### src/rtl/apb_pkg.sv
// Shared APB definitions for the two-master arbiter: FSM states, psel target
// encodings and default bus widths.
package apb_pkg;

    localparam int ADDR_W_DEF = 20;
    localparam int DATA_W_DEF = 16;

    typedef enum logic [1:0] {
        IDLE,
        SETUP,
        ACCESS,
        RESP
    } state_t;

    localparam logic [1:0] PSEL_IDLE = 2'b00;
    localparam logic [1:0] PSEL_RM   = 2'b01;
    localparam logic [1:0] PSEL_ICN  = 2'b10;
    localparam logic [1:0] PSEL_BAD  = 2'b11;

endpackage

### src/rtl/rr_arb2.sv
// Combinational two-way round-robin pick: a contested cycle goes to the master
// that was not served last; a lone requester always wins.
module rr_arb2 (
    input  logic [1:0] req,
    input  logic       last_gnt,
    output logic [1:0] gnt
);

    always_comb begin
        gnt = req;
        if (req == 2'b11) begin
            gnt = last_gnt ? 2'b01 : 2'b10;
        end
    end

endmodule

### src/rtl/apb_bus_arbiter.sv
// Two-master APB arbiter in front of the secure access FSM: serialises transfers
// round-robin, routes each response back to its owner and aborts hung accesses.
module apb_bus_arbiter
    import apb_pkg::*;
#(
    parameter int ADDR_W      = ADDR_W_DEF,
    parameter int DATA_W      = DATA_W_DEF,
    parameter int TIMEOUT_CYC = 255
) (
    input  logic              clk,
    input  logic              reset_n,
    input  logic [1:0]        m0_psel,
    input  logic              m0_penable,
    input  logic              m0_pwrite,
    input  logic [1:0]        m0_pstrb,
    input  logic [ADDR_W-1:0] m0_paddr,
    input  logic [DATA_W-1:0] m0_pwdata,
    output logic [DATA_W-1:0] m0_prdata,
    output logic              m0_pready,
    output logic              m0_pslverr,
    input  logic [1:0]        m1_psel,
    input  logic              m1_penable,
    input  logic              m1_pwrite,
    input  logic [1:0]        m1_pstrb,
    input  logic [ADDR_W-1:0] m1_paddr,
    input  logic [DATA_W-1:0] m1_pwdata,
    output logic [DATA_W-1:0] m1_prdata,
    output logic              m1_pready,
    output logic              m1_pslverr,
    output logic [1:0]        s_psel,
    output logic              s_penable,
    output logic              s_pwrite,
    output logic [1:0]        s_pstrb,
    output logic [ADDR_W-1:0] s_paddr,
    output logic [DATA_W-1:0] s_pwdata,
    input  logic [DATA_W-1:0] s_prdata,
    input  logic              s_pready,
    input  logic              s_pslverr_rm,
    input  logic              s_pslverr_icn,
    output logic [1:0]        gnt,
    output logic              timeout_evt
);

    localparam int CNT_W = (TIMEOUT_CYC > 1) ? $clog2(TIMEOUT_CYC + 1) : 1;
    localparam logic [CNT_W:0] TO_LIMIT = TIMEOUT_CYC[CNT_W:0];

    state_t            state, state_nxt;
    logic [CNT_W-1:0]  cnt, cnt_nxt;
    logic [CNT_W:0]    cnt_inc;
    logic              timeout_hit;
    logic              last_gnt, last_gnt_nxt;
    logic [1:0]        gnt_nxt, pick, req;
    logic              win_sel;
    logic [1:0]        win_psel;

    logic [1:0]        s_psel_nxt, s_pstrb_nxt;
    logic              s_penable_nxt, s_pwrite_nxt;
    logic [ADDR_W-1:0] s_paddr_nxt;
    logic [DATA_W-1:0] s_pwdata_nxt;

    logic              rsp_valid, rsp_err, rsp_owner, timeout_evt_nxt;
    logic [DATA_W-1:0] rsp_data;

    // The masters' own penable is not trusted; the forwarded one is generated here.
    logic unused_penable;
    assign unused_penable = m0_penable ^ m1_penable;

    assign req      = {m1_psel != PSEL_IDLE, m0_psel != PSEL_IDLE};
    assign win_sel  = pick[1];
    assign win_psel = win_sel ? m1_psel : m0_psel;

    assign cnt_inc     = {1'b0, cnt} + {{CNT_W{1'b0}}, 1'b1};
    assign timeout_hit = (TIMEOUT_CYC != 0) && (cnt_inc == TO_LIMIT);

    rr_arb2 u_rr_arb2 (
        .req      (req),
        .last_gnt (last_gnt),
        .gnt      (pick)
    );

    always_ff @(posedge clk or negedge reset_n) begin
        if (!reset_n) begin
            state       <= IDLE;
            cnt         <= '0;
            last_gnt    <= 1'b1;
            gnt         <= 2'b00;
            s_psel      <= 2'b00;
            s_penable   <= 1'b0;
            s_pwrite    <= 1'b0;
            s_pstrb     <= 2'b00;
            s_paddr     <= '0;
            s_pwdata    <= '0;
            m0_pready   <= 1'b0;
            m0_pslverr  <= 1'b0;
            m0_prdata   <= '0;
            m1_pready   <= 1'b0;
            m1_pslverr  <= 1'b0;
            m1_prdata   <= '0;
            timeout_evt <= 1'b0;
        end else begin
            state       <= state_nxt;
            cnt         <= cnt_nxt;
            last_gnt    <= last_gnt_nxt;
            gnt         <= gnt_nxt;
            s_psel      <= s_psel_nxt;
            s_penable   <= s_penable_nxt;
            s_pwrite    <= s_pwrite_nxt;
            s_pstrb     <= s_pstrb_nxt;
            s_paddr     <= s_paddr_nxt;
            s_pwdata    <= s_pwdata_nxt;
            m0_pready   <= rsp_valid && !rsp_owner;
            m0_pslverr  <= rsp_valid && !rsp_owner && rsp_err;
            m0_prdata   <= (rsp_valid && !rsp_owner) ? rsp_data : '0;
            m1_pready   <= rsp_valid && rsp_owner;
            m1_pslverr  <= rsp_valid && rsp_owner && rsp_err;
            m1_prdata   <= (rsp_valid && rsp_owner) ? rsp_data : '0;
            timeout_evt <= timeout_evt_nxt;
        end
    end

    // An illegal target select is answered directly without touching the slave.
    always_comb begin
        state_nxt = state;
        case (state)
            IDLE: begin
                if (pick != 2'b00) begin
                    state_nxt = (win_psel == PSEL_BAD) ? RESP : SETUP;
                end
            end
            SETUP:   state_nxt = ACCESS;
            ACCESS:  if (s_pready || timeout_hit) state_nxt = RESP;
            RESP:    state_nxt = IDLE;
            default: state_nxt = IDLE;
        endcase
    end

    always_comb begin
        cnt_nxt         = cnt;
        last_gnt_nxt    = last_gnt;
        gnt_nxt         = gnt;
        s_psel_nxt      = s_psel;
        s_penable_nxt   = s_penable;
        s_pwrite_nxt    = s_pwrite;
        s_pstrb_nxt     = s_pstrb;
        s_paddr_nxt     = s_paddr;
        s_pwdata_nxt    = s_pwdata;
        rsp_valid       = 1'b0;
        rsp_err         = 1'b0;
        rsp_data        = '0;
        rsp_owner       = gnt[1];
        timeout_evt_nxt = 1'b0;

        case (state)
            IDLE: begin
                if (pick != 2'b00) begin
                    gnt_nxt   = pick;
                    rsp_owner = win_sel;
                    if (win_psel == PSEL_BAD) begin
                        rsp_valid = 1'b1;
                        rsp_err   = 1'b1;
                    end else begin
                        s_psel_nxt    = win_psel;
                        s_penable_nxt = 1'b0;
                        s_pwrite_nxt  = win_sel ? m1_pwrite : m0_pwrite;
                        s_pstrb_nxt   = win_sel ? m1_pstrb  : m0_pstrb;
                        s_paddr_nxt   = win_sel ? m1_paddr  : m0_paddr;
                        s_pwdata_nxt  = win_sel ? m1_pwdata : m0_pwdata;
                    end
                end
            end
            SETUP: begin
                s_penable_nxt = 1'b1;
                cnt_nxt       = '0;
            end
            ACCESS: begin
                cnt_nxt = cnt_inc[CNT_W-1:0];
                if (s_pready || timeout_hit) begin
                    rsp_valid     = 1'b1;
                    s_psel_nxt    = 2'b00;
                    s_penable_nxt = 1'b0;
                    s_pwrite_nxt  = 1'b0;
                    s_pstrb_nxt   = 2'b00;
                    s_paddr_nxt   = '0;
                    s_pwdata_nxt  = '0;
                    if (s_pready) begin
                        rsp_data = s_prdata;
                        rsp_err  = (s_psel == PSEL_RM) ? s_pslverr_rm : s_pslverr_icn;
                    end else begin
                        rsp_err         = 1'b1;
                        timeout_evt_nxt = 1'b1;
                    end
                end
            end
            RESP: begin
                gnt_nxt      = 2'b00;
                last_gnt_nxt = gnt[1];
                cnt_nxt      = '0;
            end
            default: ;
        endcase
    end

endmodule

### config.mk
export PLATFORM = sky130hd
export DESIGN_NAME = apb_bus_arbiter
export DESIGN_NICKNAME = d
export VERILOG_FILES = /design/src/rtl/apb_pkg.sv /design/src/rtl/rr_arb2.sv /design/src/rtl/apb_bus_arbiter.sv
export SDC_FILE = /design/constraint.sdc
export NUM_CORES = 1
export LEC_CHECK = 0
export BUFFER_PORTS_ARGS = -buffer_cell sky130_fd_sc_hd__buf_2
export CELL_PAD_IN_SITES_DETAIL_PLACEMENT = 0
export CELL_PAD_IN_SITES_GLOBAL_PLACEMENT = 2
export CORE_ASPECT_RATIO = 0.6
export CORE_MARGIN = 2
export CORE_UTILIZATION = 27
export CTS_CLUSTER_DIAMETER = 60
export DETAILED_ROUTE_END_ITERATION = 10
export PLACE_DENSITY_LB_ADDON = 0.12
export SLEW_MARGIN = 20
export SYNTH_ARGS = -nofsm -noshare
export SYNTH_HDL_FRONTEND = slang
export SYNTH_HIERARCHICAL = 1
export SYNTH_SLANG_ARGS = --single-unit
### constraint.sdc
create_clock -name clk -period 2.09 [get_ports clk]
set_input_delay 0.418 -clock clk [delete_from_list [all_inputs] [get_ports clk]]
set_output_delay 0.418 -clock clk [all_outputs]
set_load 0.05 [all_outputs]
# Word level (Yosys, flattened, before mapping)
# Index checks and enable logic that the tools add are counted.
[op_classes] addsub=1 eq_ne=10 mux=54 n_reduce_logical=19
[ops] operator="16-bit 2-to-1 mux" n=9
[ops] operator="20-bit 2-to-1 mux" n=4
[ops] operator="20-bit one-hot mux with 2 select lines" n=1
[ops] operator="16-bit one-hot mux with 2 select lines" n=1
[ops] operator="2-bit 2-to-1 mux" n=13
[ops] operator="1-bit 2-to-1 mux" n=17
[ops] operator="8-bit one-hot mux with 2 select lines" n=1
[ops] operator="2-bit one-hot mux with 2 select lines" n=3
[ops] operator="2-bit nonzero test" n=6
[ops] operator="8-bit by 1-bit adder with 9-bit output (second input constant)" n=1
[ops] operator="9-bit by 8-bit == test with 1-bit output (second input constant)" n=1
[ops] operator="2-bit == test (second input constant)" n=4
[ops] operator="2-bit one-hot mux with 4 select lines" n=1
[ops] operator="4-bit AND reduction" n=2
[ops] operator="2-bit != test (second input constant)" n=3
[ops] operator="1-bit one-hot mux with 2 select lines" n=3
[ops] operator="2-bit by 1-bit == test with 1-bit output (second input constant)" n=2
[ops] operator="1-bit logical AND" n=4
[ops] operator="2-bit AND reduction" n=2
[ops] operator="1-bit one-hot mux with 3 select lines" n=1
[ops] operator="3-bit nonzero test" n=1
[ops] operator="2-bit zero test" n=1
[ops] operator="2-bit OR reduction" n=1
[ops] operator="1-bit zero test" n=1
[ops] operator="1-bit logical OR" n=1
[totals] regBits=92 inputBits=105 output_inout_bits=81 wordCells=101

# Longest topological paths before layout
[logic_depth] ltp_word=10 mapped_depth=9 mapped_depth_nobuf=7

# Hierarchy
# The synthesis kept the hierarchy.
[modules_own_cells] module="apb_bus_arbiter" instances=1 cells_per_inst=435 area_per_inst_um2=4759.6 seq_area_each_um2=2303.5
[modules_own_cells] module="rr_arb2" instances=1 cells_per_inst=3 area_per_inst_um2=18.8 seq_area_each_um2=0.0

# Worst setup path after synthesis
# No wires, ideal clock.
[synth_timing] kind="input-to-reg" start="in m0_psel[1]" end="reg s_psel[1]" setup_time_ns=0.132 arrival_time_ns=2.203 required_ns=1.958 setup_slack_ns=-0.245 stages=9 path_buffers=2 path_cell_list="or2_2 > a21boi_0 > clkbuf_8 > nor3b_1 > or4_1 > o22ai_2 > nand3_4 > buf_6 > o2bb2ai_2"
[synth_via] elab_chain_len=7 word_cells_on_any_way=12 classes_between="eq/ne (4); mux (5); reduce/logical (3)"
[synth_lines] item="from (decl)" line_no="apb_bus_arbiter.sv:12" source="input logic [1:0] m0_psel,"
[synth_lines] item="2-bit nonzero test *" line_no="apb_bus_arbiter.sv:68" source="assign req = {m1_psel != PSEL_IDLE, m0_psel != PSEL_IDLE};"
[synth_lines] item="2-bit == test *" line_no="rr_arb2.sv:11" source="if (req == 2'b11) begin"
[synth_lines] item="2-bit 2-to-1 mux *" line_no="rr_arb2.sv:11"
[synth_lines] item="net pick[1]" line_no="apb_bus_arbiter.sv:52" source="logic [1:0] gnt_nxt, pick, req;"
[synth_lines] item="2-bit 2-to-1 mux" line_no="apb_bus_arbiter.sv:70" source="assign win_psel = win_sel ? m1_psel : m0_psel;"
[synth_lines] item="2-bit == test / 2-bit 2-to-1 mux (equally long branches)" line_no="apb_bus_arbiter.sv:158" source="if (win_psel == PSEL_BAD) begin"
[synth_lines] item="2-bit != test (no line) / 2-bit 2-to-1 mux (equally long branches)"
[synth_lines] item="4-bit AND reduction (no line) / 2-bit one-hot mux with 2 select lines (equally long branches)"
[synth_lines] item="to (signal assigned)" line_no="apb_bus_arbiter.sv:105" source="s_psel <= s_psel_nxt;"
[synth_lines] item="to (decl)" line_no="apb_bus_arbiter.sv:30" source="output logic [1:0] s_psel,"
# The timed path passes the listed nets; every way through them passes the cells marked *. The select of a mux whose other input is x is not followed.
# A chain may end at the register's enable or synchronous reset.

# Worst setup path in the final report
[layout_timing] start="reg last_gnt" end="reg s_pwdata[13]"
[layout_via] word_cells_on_any_way=12 classes_between="eq/ne (3); mux (7); reduce/logical (2)"
[layout_lines] item="from (decl)" line_no="apb_bus_arbiter.sv:51" source="logic last_gnt, last_gnt_nxt;"
[layout_lines] item="from (signal assigned)" line_no="apb_bus_arbiter.sv:103" source="last_gnt <= last_gnt_nxt;"
[layout_lines] item="2-bit 2-to-1 mux" line_no="rr_arb2.sv:12" source="gnt = last_gnt ? 2'b01 : 2'b10;"
[layout_lines] item="2-bit 2-to-1 mux" line_no="rr_arb2.sv:11"
[layout_lines] item="net pick[0]" line_no="apb_bus_arbiter.sv:52"
[layout_lines] item="2-bit nonzero test" line_no="apb_bus_arbiter.sv:155" source="if (pick != 2'b00) begin"
[layout_lines] item="2-bit != test (no line)"
[layout_lines] item="4-bit AND reduction (no line)"
[layout_lines] item="to (signal assigned)" line_no="apb_bus_arbiter.sv:110" source="s_pwdata <= s_pwdata_nxt;"
[layout_lines] item="to (decl)" line_no="apb_bus_arbiter.sv:35" source="output logic [DATA_W-1:0] s_pwdata,"
# The timed path passes the listed nets, and every way through them passes these cells. The select of a mux whose other input is x is not followed.

==> reports/results.ini <==
[power]
switching_power_mw=4.90
p_leak_nw=3.26
sw_frac_of_total=0.487
power_frac_comb=0.580
vdd_drop_max_uv=518
seq_power_share=0.257
p_clk_frac=0.163
p_per_area_nw_per_um2=1520
internal_power_mw=5.17

[logic_synthesis]
syn_nets=551
netlist_instances=438
ys_types=48
syn_area_um2=4780
yosys-top-cells-count=dfrtp_1 (91), mux2_2 (44), nor2_1 (43), a31oi_1 (41), nand2_1 (35)
syn_avg_cell_area_um2=10.9
ys_warn_count=6
synth_area_leader_cell=dfrtp_1
synth_most_common_cell=dfrtp_1
synth-main-ff-cell=dfrtp_1
yosysTopAreaCellShare=0.477
synth-seq-cells=92
async_flop_share=1.00
synth-edff-count=0
synth_seq_area_share=0.482
synthTopCellsByArea=dfrtp_1 (48%), mux2_2 (10%), a31oi_1 (5.4%)

[timing]
tightest_slew_ps=484
final.setup.tns_ps=0
slew_violations=0
finalSetupViolations=0
max_slew_margin=0.677
hold_ws_ps=26.0
worst_slack_ps=14.4
fin_crit_sh=0.993
rsz0062_at_grt=true
report.final.hold_viol_count=0
fin_skew_ps=9.85
fin_crit_ps=2080
fmax_mhz=482

[worst_setup_path]
crit_chain=inv_2 -> a21boi_4 -> nor3b_4 -> or4_4 -> o22ai_4 -> nand3_4 -> buf_12 -> o2bb2ai_1
path_max_fanout=25
worstPathRequired_ps=2300
crit_path_top_delay_cell=dfstp_2
rrSetupSlack_ps=10
end_kind=flop
startpoint_type=flop
critPathMaxStageDelay_ps=540
path_buf_inv=2
crit_arrival_ps=2290
crit_family=simple AND/OR/NAND/NOR gates
path_class=flop to flop

[cts]
cts_tree=built
cts.sinks=92
cts_buffers=9
clock_latency_ps=340
clkTransAtPathRegs_ps=70
clockRootBuffer=clkbuf_16
clockBufferDepth=2
h-tree-depth=3

[die]
core_area_um2=17200
fp.dieH_um=107
rows=37
pin_count=186
dieArea_um2=18800
start_util=0.277
die_w_um=176

[route]
drt-vias-per-instance=4.63
postRouteWirelength_mm=15.0
antenna_left=0
wl_per_cell_um=17.2
firstDrtPassIters=4
drc=0
vias=4052
drt_iter0_drc=296

[global_route]
grt_pass1_wl_mm=22.7
grt_start_max_net_pins=100
grt_pass1_vias=4045
busiest_layer=met1
grt_overflow=0
met3_usage=0.0553
met1_usage=0.228
track_usage=0.157
grtUsageMet2=0.222
antenna_found_initial=0

[cells_and_area]
area_growth_pct=38.7
drive_gt1_frac=0.515
antenna_cells=0
fill_cells=1763
nNetsFinal=749

[place]
pre_cts_slack_ps=-222
hpwlAfterDp_mm=10.4
gp_congestion=0.763
port_buffers=183

[hold_path]
hold_path_class=input port to asynchronous set/reset pin

[job]
maxCapViolCount=0

[outcome]
outcome=finished, final reports clean

[metrics by stage]
stage	cells	util	area [um2]	total power, mW
after detailed placement	855	0.364	6270	8.31
after global placement	855	0.364	6270	8.24
final	875	0.385	6630	10.1
after CTS	871	0.381	6570	10.0
after floorplan	438	-	4900	6.65
after global routing	875	0.385	6630	10.7
[worst paths after layout]
kind / startpoint / end / cells after the start
setup / recovery: last_gnt / s_pwdata[13] / 8
hold reg to reg: s_paddr[4] / s_paddr[4] / 1
setup reg to reg: last_gnt / s_pwdata[13] / 8
hold / removal: reset_n / s_paddr[16] / 1
min in group clk: s_prdata[3] / m1_prdata[3] / 3
max in group asynchronous: reset_n / last_gnt / 2
[worst reg2reg max path, delay by kind of cell, from the launching register on]
kind | cells | cell delay (ps)
simple gates | 3 | 690
compound gates | 3 | 480
buf+inv | 2 | 230
flops | 1 | 540
[power by group through the flow]
stage / registers, mW / logic [mW] / clock network, mW
6_report: 2.59 / 5.84 / 1.65
5_1_grt: 2.65 / 6.30 / 1.78
4_1_cts: 2.59 / 5.71 / 1.70
3_5_place_dp: 2.61 / 5.69 / 0
3_3_place_gp: 2.60 / 5.63 / 0
2_1_floorplan: 3.92 / 2.73 / 0
[layout make-up]
class	count	area, um2	share of cell area
Clock buffer	10	239	0.0361
Clock inverter	6	53.8	0.00812
Inverter	4	15.0	0.00227
Tap cell	234	293	0.0442
Sequential cell	92	2300	0.347
Multi-Input combinational cell	306	2390	0.360
Timing Repair Buffer	223	1340	0.202
[state kept, by name, summed over array words and instances (netlist names), 8 cells and up]
register / count
m1_prdata: 16
s_paddr: 20
cnt: 8
m0_prdata: 16
s_pwdata: 16
[placed cells by master, fill, tap and decap left out, drive strengths merged, types with 2 or more instances in the layout]
master / count
a21boi: 2
a31oi: 41
and2: 2
and2b: 11
buf: 222
clkbuf: 11
dfrtp: 91
ha: 8
inv: 8
mux2: 44
mux2i: 2
nand2: 35
nand3: 6
nor2: 43
nor2b: 32
nor3: 2
o211ai: 2
o21ai: 14
o2bb2ai: 41
or2: 2
or3: 2
xnor2: 2
xor2: 2
[per-layer routing]
metal,part of all wire,vias up
met5,0,-
met2,0.40,142
li1,-,1973
met3,0.082,9
met1,0.51,1928
met4,0.0065,0
[kinds of logic after synthesis]
group	after synthesis	synth area share
xor+xnor	4	0.00733
compound gates	109	0.183
mux	46	0.108
flops	92	0.482
simple gates	139	0.147
fa+ha+maj	8	0.0209
buf+inv	40	0.0513
[repair_timing]
action,in CTS,in global routing
gates resized for setup,0,4
endpoints found under the setup margin,0,43
hold buffers,0,0
buffers inserted,0,3
Note: power is estimated with default switching activity, not from simulation.
